**src/rtl/spi_slave_regfile.sv**
```systemverilog
// SPI mode-0 slave with a local 16-bit register file: 16b command + 16b data frames,
// SCLK/MOSI/CS_N oversampled in the clk domain, write/read strobes towards the host side.
module spi_slave_regfile #(
  parameter logic [2:0] DEV_ID      = 3'd0,
  parameter int         NUM_REGS    = 16,
  parameter int         SYNC_STAGES = 2
) (
  input  logic        clk,
  input  logic        rst_n,
  input  logic        spi_sclk,
  input  logic        spi_mosi,
  input  logic        spi_cs_n,
  output logic        spi_miso,
  output logic        spi_miso_oe,
  input  logic [7:0]  host_addr,
  output logic [15:0] host_rdata,
  output logic        wr_strobe,
  output logic [7:0]  wr_addr,
  output logic [15:0] wr_data,
  output logic        rd_strobe,
  output logic        frame_err,
  output logic        busy
);

  localparam int             AW       = (NUM_REGS > 1) ? $clog2(NUM_REGS) : 1;
  localparam logic [8:0]     NREGS    = 9'(NUM_REGS);
  localparam logic [7:0]     INIT_CYC = 8'(SYNC_STAGES + 1);

  typedef enum logic [1:0] {IDLE, CMD, DATA, WAIT_CS} state_t;

  state_t                 r_state, w_state_next;
  logic [SYNC_STAGES-1:0] r_sclk_sync, r_mosi_sync, r_cs_sync;
  logic                   r_sclk_prev, r_cs_prev;
  logic [7:0]             r_init_cnt;
  logic                   r_armed;
  logic [5:0]             r_bit_cnt;
  logic [15:0]            r_cmd_sr, r_rx_sr, r_tx_sr;
  logic                   r_is_read;
  logic [15:0]            r_regs [NUM_REGS];

  logic w_sclk, w_mosi, w_cs_n, w_rise, w_fall, w_cs_assert, w_cs_deassert;
  logic w_start, w_abort, w_end, w_shift_cmd, w_shift_data, w_decode, w_tx_shift, w_commit;
  logic w_sel, w_sel_read, w_cmd_inrange, w_host_inrange, w_unused;
  logic [7:0]  w_cmd_addr;
  logic [15:0] w_cmd_rdata;

  assign w_sclk        = r_sclk_sync[SYNC_STAGES-1];
  assign w_mosi        = r_mosi_sync[SYNC_STAGES-1];
  assign w_cs_n        = r_cs_sync[SYNC_STAGES-1];
  assign w_rise        = w_sclk & ~r_sclk_prev;
  assign w_fall        = ~w_sclk & r_sclk_prev;
  assign w_cs_assert   = r_cs_prev & ~w_cs_n;
  assign w_cs_deassert = ~r_cs_prev & w_cs_n;

  // Global frames select every slave, but a global read would collide on MISO.
  assign w_cmd_addr     = r_cmd_sr[10:3];
  assign w_sel          = (((r_cmd_sr[15:14] == 2'b00) && (r_cmd_sr[13:11] == DEV_ID)) ||
                           (r_cmd_sr[2] && !r_cmd_sr[1])) && !(r_cmd_sr[2] && r_cmd_sr[1]);
  assign w_sel_read     = w_sel & r_cmd_sr[1];
  assign w_cmd_inrange  = {1'b0, w_cmd_addr} < NREGS;
  assign w_cmd_rdata    = w_cmd_inrange ? r_regs[w_cmd_addr[AW-1:0]] : 16'h0000;
  assign w_host_inrange = {1'b0, host_addr} < NREGS;
  assign host_rdata     = w_host_inrange ? r_regs[host_addr[AW-1:0]] : 16'h0000;
  assign w_unused       = r_cmd_sr[0];

  always_ff @(posedge clk or negedge rst_n) begin
    if (!rst_n) r_state <= IDLE;
    else        r_state <= w_state_next;
  end

  always_comb begin
    w_state_next = r_state;
    w_start      = 1'b0;
    w_abort      = 1'b0;
    w_end        = 1'b0;
    w_shift_cmd  = 1'b0;
    w_shift_data = 1'b0;
    w_decode     = 1'b0;
    w_tx_shift   = 1'b0;
    w_commit     = 1'b0;
    case (r_state)
      IDLE: begin
        if (w_cs_assert && r_armed) begin
          w_start      = 1'b1;
          w_state_next = CMD;
        end
      end
      CMD: begin
        if (w_cs_deassert) begin
          w_abort      = 1'b1;
          w_state_next = IDLE;
        end else if (r_bit_cnt == 6'd16) begin
          w_decode     = 1'b1;
          w_state_next = w_sel ? DATA : WAIT_CS;
        end else begin
          w_shift_cmd  = w_rise;
        end
      end
      DATA: begin
        if (w_cs_deassert) begin
          w_abort      = 1'b1;
          w_state_next = IDLE;
        end else if (r_bit_cnt == 6'd32) begin
          w_commit     = !r_is_read && w_cmd_inrange;
          w_state_next = WAIT_CS;
        end else begin
          w_shift_data = w_rise;
          w_tx_shift   = w_fall & r_is_read;
        end
      end
      WAIT_CS: begin
        if (w_cs_deassert) begin
          w_end        = 1'b1;
          w_state_next = IDLE;
        end
      end
      default: w_state_next = IDLE;
    endcase
  end

  always_ff @(posedge clk or negedge rst_n) begin
    if (!rst_n) begin
      r_sclk_sync <= '0;
      r_mosi_sync <= '0;
      r_cs_sync   <= '1;
      r_sclk_prev <= 1'b0;
      r_cs_prev   <= 1'b1;
      r_init_cnt  <= 8'd0;
      r_armed     <= 1'b0;
      r_bit_cnt   <= 6'd0;
      r_cmd_sr    <= 16'h0000;
      r_rx_sr     <= 16'h0000;
      r_tx_sr     <= 16'h0000;
      r_is_read   <= 1'b0;
      spi_miso    <= 1'b0;
      spi_miso_oe <= 1'b0;
      wr_strobe   <= 1'b0;
      wr_addr     <= 8'h00;
      wr_data     <= 16'h0000;
      rd_strobe   <= 1'b0;
      frame_err   <= 1'b0;
      busy        <= 1'b0;
      for (int i = 0; i < NUM_REGS; i++) r_regs[i] <= 16'h0000;
    end else begin
      r_sclk_sync <= {r_sclk_sync[SYNC_STAGES-2:0], spi_sclk};
      r_mosi_sync <= {r_mosi_sync[SYNC_STAGES-2:0], spi_mosi};
      r_cs_sync   <= {r_cs_sync[SYNC_STAGES-2:0], spi_cs_n};
      r_sclk_prev <= w_sclk;
      r_cs_prev   <= w_cs_n;
      // Arm only once a genuinely high CS has been seen, so a CS held low across reset is ignored.
      if (r_init_cnt != INIT_CYC) r_init_cnt <= r_init_cnt + 8'd1;
      else if (w_cs_n && r_cs_prev) r_armed <= 1'b1;

      wr_strobe <= 1'b0;
      rd_strobe <= 1'b0;
      frame_err <= w_abort;

      if (w_start) begin
        r_bit_cnt   <= 6'd0;
        r_cmd_sr    <= 16'h0000;
        r_rx_sr     <= 16'h0000;
        r_tx_sr     <= 16'h0000;
        r_is_read   <= 1'b0;
        busy        <= 1'b1;
        spi_miso    <= 1'b0;
        spi_miso_oe <= 1'b0;
      end
      if (w_abort || w_end) begin
        busy        <= 1'b0;
        spi_miso    <= 1'b0;
        spi_miso_oe <= 1'b0;
      end
      if (w_shift_cmd) begin
        r_cmd_sr  <= {r_cmd_sr[14:0], w_mosi};
        r_bit_cnt <= r_bit_cnt + 6'd1;
      end
      if (w_shift_data) begin
        r_rx_sr <= {r_rx_sr[14:0], w_mosi};
        if (r_bit_cnt != 6'd32) r_bit_cnt <= r_bit_cnt + 6'd1;
      end
      if (w_decode) begin
        r_is_read <= w_sel_read;
        if (w_sel_read) begin
          r_tx_sr     <= w_cmd_rdata;
          rd_strobe   <= w_cmd_inrange;
          spi_miso_oe <= 1'b1;
        end
      end
      if (w_tx_shift) begin
        spi_miso <= r_tx_sr[15];
        r_tx_sr  <= {r_tx_sr[14:0], 1'b0};
      end
      if (w_commit) begin
        r_regs[w_cmd_addr[AW-1:0]] <= r_rx_sr;
        wr_addr   <= w_cmd_addr;
        wr_data   <= r_rx_sr;
        wr_strobe <= 1'b1;
      end
    end
  end

endmodule

```
**config.mk**
```make
export PLATFORM = sky130hd
export DESIGN_NAME = spi_slave_regfile
export DESIGN_NICKNAME = d
export VERILOG_FILES = /design/src/rtl/spi_slave_regfile.sv
export SDC_FILE = /design/constraint.sdc
export NUM_CORES = 1
export LEC_CHECK = 0
export CAP_MARGIN = 0
export CORE_MARGIN = 3
export CORE_UTILIZATION = 67
export CTS_BUF_LIST = sky130_fd_sc_hd__clkbuf_8 sky130_fd_sc_hd__clkbuf_16
export CTS_CLUSTER_DIAMETER = 40
export DETAILED_ROUTE_END_ITERATION = 7
export PLACE_DENSITY = 0.85
export SYNTH_ARGS = -nofsm -noshare
export SYNTH_HDL_FRONTEND = slang
export SYNTH_SLANG_ARGS = --single-unit
```
**constraint.sdc**
```tcl
create_clock -name clk -period 6.5 [get_ports clk]
set_clock_uncertainty 0.1 [all_clocks]
set_input_delay 1.3 -clock clk [delete_from_list [all_inputs] [get_ports clk]]
set_output_delay 1.3 -clock clk [all_outputs]
set_load 0.01 [all_outputs]
```
**Word level (Yosys, flattened, before mapping)**

Index checks and enable logic that the tools add are counted.
Widths: inputs -> output; s select.

- Add/sub/neg operators: 2
- $mul: 0
- Divide/modulo/power cells: 0
- $lt $le $gt $ge: 5
- Equal/unequal tests: 11
- Shifts and indexed selects: 0
- Mux-type cells: 63
- Bitwise logic cells: 13
- Reduce and logical (&&, ||, !) cells: 24

Operators by type and width:

| cell | count |
|---|---|
| $bwmux 256 | 1 |
| $mux 16 | 14 |
| $bmux 16 s4 | 2 |
| $demux 16 s4 | 1 |
| $mux 1 | 34 |
| $mux 6 | 4 |
| $lt 8x5->1 const B | 2 |
| $mux 2 | 6 |
| $ge 5x5->1 const B | 2 |
| $not 4->5 | 2 |
| $add 8x1->8 const B | 1 |
| $logic_and 1x1->1 | 8 |
| $ne 8x2->1 const B | 1 |
| $pmux 2 s4 | 1 |
| $reduce_bool 2->1 | 4 |
| $add 6x1->6 const B | 1 |
| $and 1x1->1 | 6 |
| $eq 6x5->1 const B | 1 |
| $eq 6x6->1 const B | 1 |
| $ne 3x3->1 const B | 2 |
| $ne 6x6->1 const B | 1 |
| $lt 5x1->1 const B | 1 |
| $not 1->1 | 5 |
| $eq 2x2->1 const B | 2 |
| other kinds (10) | 15 |

- Register bits after elaboration: 360
- Bits in latches: 0
- Bits in writable memories: 0
- Bits in read-only memories: 0
- Input port bits: 13
- Output and inout bits: 46
- Word-level logic and storage cells: 155
- Memories: 0

**Logic depth before layout (Yosys ltp)**

- Depth in word-level cells: 9
- Gate-level depth with buffers: 11

**Least setup slack after synthesis**

Ideal clock, no wire load.

- Path kind: input -> output
- Start point: input host_addr[0]
- End point: output host_rdata[0]
- Arrival: 3390 ps
- Required time: 5100 ps
- Path slack: 1710 ps
- Stages on the path: 5
- Buffers on the path: 2
- Path through: clkbuf_1 -> buf_1 -> mux4_2 -> mux4_2 -> nor2b_1

- Cells in the longest elaborated chain, start to end: 5

RTL lines:

| element | line | text |
|---|---|---|
| start, declared | 15 | `input logic [7:0] host_addr,` |
| $not 4->5 (not written as such) | 63 | `assign host_rdata = w_host_inrange ? r_regs[host_addr[AW-1:0]] : 16'h0000;` |
| $bmux 16 s4 | 63 |  |
| $mux 16 (not written as such) (2 in a row) | 63 |  |
| $mux 16 * | 63 |  |
| end, declared | 16 | `output logic [15:0] host_rdata,` |

Mark *: on every way between the ends. The rest lies on a longest branch, timed or not. The select of a mux whose other input is x is not followed.

**Worst setup path in the final report**

- Start point: input host_addr[2]
- End point: output host_rdata[13]

Same word-level chain as after synthesis.

==> impl_metrics.ini <==
[sta]
slew_headroom = 0.1193
worst_pin_slew_ns = 1.317
whs_ns = 0.2475
max_freq_ghz = 0.1892
post-route-period-util = 0.8133
drv_slew = 0
setup_viol = 0
rsz0062_at_grt = false
hold_viol = 0
period_minus_slack_ns = 5.287
setup_tns_ns = 0

[die]
rows = 59
core_area_um2 = 26350
start_util = 0.6907
die_area_um2 = 29180
num_io_pins = 59
die_y_um = 170.8
die_w_um = 170.8

[flow_run]
max_cap_violations = 0

[worst_setup_path]
required_ns = 5.10
crit_type = in2out
cpMostUsedCell = mux4_2
cpLargestDelayFamily = buffers and inverters
worstSetupEndpointType = output pin
start_kind = input port
crit_path_cell_trace = buf_2, buf_12, mux4_2, mux4_2, nor2b_1, clkdlybuf4s50_1
crit_arrival_ns = 3.89
crit_slowest_cell = buf_2
critPathMaxFanout = 33
cp.buffers_inverters = 3
slowest_delay_ns = 0.68

[yosys]
synth_area_leaders = dfrtp_1, mux4_2, mux2_2
synth.ff_latch_count = 360
synthesis.nets = 1302
postSynthCellCount = 1282
async_flop_share = 1.000
synth_cell_types = 46
synth_area_um2 = 18200
synth_top_area_cell = dfrtp_1
ys_seq_area_frac = 0.4951
synthFlopType = dfrtp_1
yosys_warnings = 0
synth_top_area_frac = 0.4908
synth_edf_count = 0
synth.avg_cell_area_um2 = 14.20

[detailed_routing]
firstDrtPassIters = 5
wl_per_cell_um = 27.37
drt-total-wl_mm = 45.93
ant_nets = 0
vias = 11741
vias_per_cell = 6.997
drc = 0
drt_iter0_drc = 1319

[power]
total_power_mw = 5.572
total_leakage_power_nw = 9.301
powerDensity_nw_per_um2 = 270.7
vdd_drop_max_uv = 306.0

[cells_and_area]
nFillCells = 1415
fin_util = 0.7811
layout-drive-gt1-share = 0.4088
syn_to_final_growth_pct = 13.09
n_antenna_cell = 0
nNetsFinal = 1324
final_area_um2 = 20590

[grt]
groute.usage.overall = 0.3267
grt_pass1_vias = 12487
grt_pass1_wl_mm = 72.58
antenna_found_initial = 0
overflow = 0
grt_max_degree = 154

[min_path]
hold_path_class = reg2reg

[place]
gp_congestion = 0.8566
dpl-instance-area_um2 = 18900
portBuffers = 58
hpwl_mm = 27.01

[clock_tree]
root_buffer = clkbuf_16
cts.reportedPaths.clkPinSlew_ns = 0.06
cts-buffers-inserted = 47
clkLatencyLatePin_ns = 0.57
htreeDepth = 2
ctsResizeCount = 0
cts_sinks = 360
cts_setup_buffers = 0
hold_buffers = 0
tritoncts = done
clockBufferDepth = 3

[outcome]
status = finished, final reports clean
==> synth_stat cells, drive strengths merged, types with 4 or more instances <==
library cell	instances
dfrtp	357
mux2	259
mux4	144
nand2	138
clkbuf	65
buf	51
a21oi	36
o21ai	34
a22oi	32
nor2	26
nor2b	20
a21o	18
nor3	14
nand3	13
inv	8
and2	7
and3	7
ha	7
nand2b	7
xnor2	7
nor4	5
or4	4
==> area by class of cell <==
class                   instances  area, µm²  area share
well taps                     335      419.2     0.02036
flip-flops and latches        360       9017      0.4380
clock buffers                  51       1231     0.05981
inverters                       8      30.03    0.001459
clock inverters                37      457.9     0.02225
repair buffers                 89      848.3     0.04121
multi-input cells             798       8582      0.4169
==> cell families (layout without fill, tap and decap cells) <==
logic type      count (synthesis)  count (layout)  synth area share
mux                           406             406            0.3483
flops                         360             360            0.4951
simple gates                  250             250           0.07114
compound gates                128             128           0.04323
buf+inv                       124             185           0.03409
fa+ha+maj                       7               7          0.004811
xor+xnor                        7               7          0.003368
==> worst reg2reg max path, cell delays in order, from the launching register on <==
cell     delay (ns)
dfrtp_1        0.43
inv_1          0.09
ha_1           0.14
or3b_4         0.39
or3_1          0.32
or4_4          0.84
inv_2          0.60
and3_1         1.12
mux2_2         0.44
==> per-layer routing <==
metal,wire (µm),track usage
met1,17080,0.4296
met4,2365,0.1620
met5,0,0
met3,3852,0.06932
met2,22640,0.5265
==> path summary, 6_finish.rpt <==
check                                  to  slack [ns]      startpoint  cells after the start
max                        host_rdata[13]        1.21    host_addr[2]                      6
min                        r_sclk_sync[1]        0.25  r_sclk_sync[0]                      0
max reg2reg                    r_regs[58]        1.91    r_bit_cnt[0]                      8
min reg2reg                r_sclk_sync[1]        0.25  r_sclk_sync[0]                      0
max in group asynchronous   r_init_cnt[1]        4.15           rst_n                      2
min in group asynchronous     r_regs[242]        0.68           rst_n                      1
==> sequential cells by signal, indices dropped and copies added (netlist names), 2 cells and up <==
name and flops:
r_regs 256, r_cmd_sr 16, r_rx_sr 16, r_tx_sr 16, wr_data 16, r_init_cnt 8
wr_addr 8, r_bit_cnt 6, r_cs_sync 2, r_mosi_sync 2, r_sclk_sync 2, r_state 2
==> where the power goes <==
| part | switching [mW] | internal (mW) | leakage [nW] |
|---|---|---|---|
| sequential | 0.0843 | 2.28 | 4.98 |
| combinational | 0.275 | 0.175 | 3.49 |
| clock | 1.10 | 1.66 | 0.828 |
| total | 1.46 | 4.11 | 9.30 |
==> cells in the final DEF, fill, tap and decap left out, drive strengths merged, types with 6 or more instances in the layout <==
master,Yosys,final
clkbuf,65,51
mux4,144,144
inv,8,22
nand2b,7,7
clkinv,0,12
mux2,259,259
a21oi,36,36
clkdlybuf4s50,0,55
dfrtp,357,357
nand2,138,138
xnor2,7,7
and2,7,7
ha,7,7
nor3,14,14
a21o,18,18
nand3,13,13
o21ai,34,34
and3,7,7
a22oi,32,32
bufinv,0,6
buf,51,34
nor2b,20,20
nor2,26,26
==> per-stage QoR <==
stage | cells | worst slack, ns
after global routing | 1678 | 1.175
after floorplan | 1282 | 1.710
after global placement | 1590 | 1.332
final | 1678 | 1.213
after CTS | 1678 | 1.264
after detailed placement | 1590 | 1.248
Note: power is estimated with default switching activity, not from simulation.
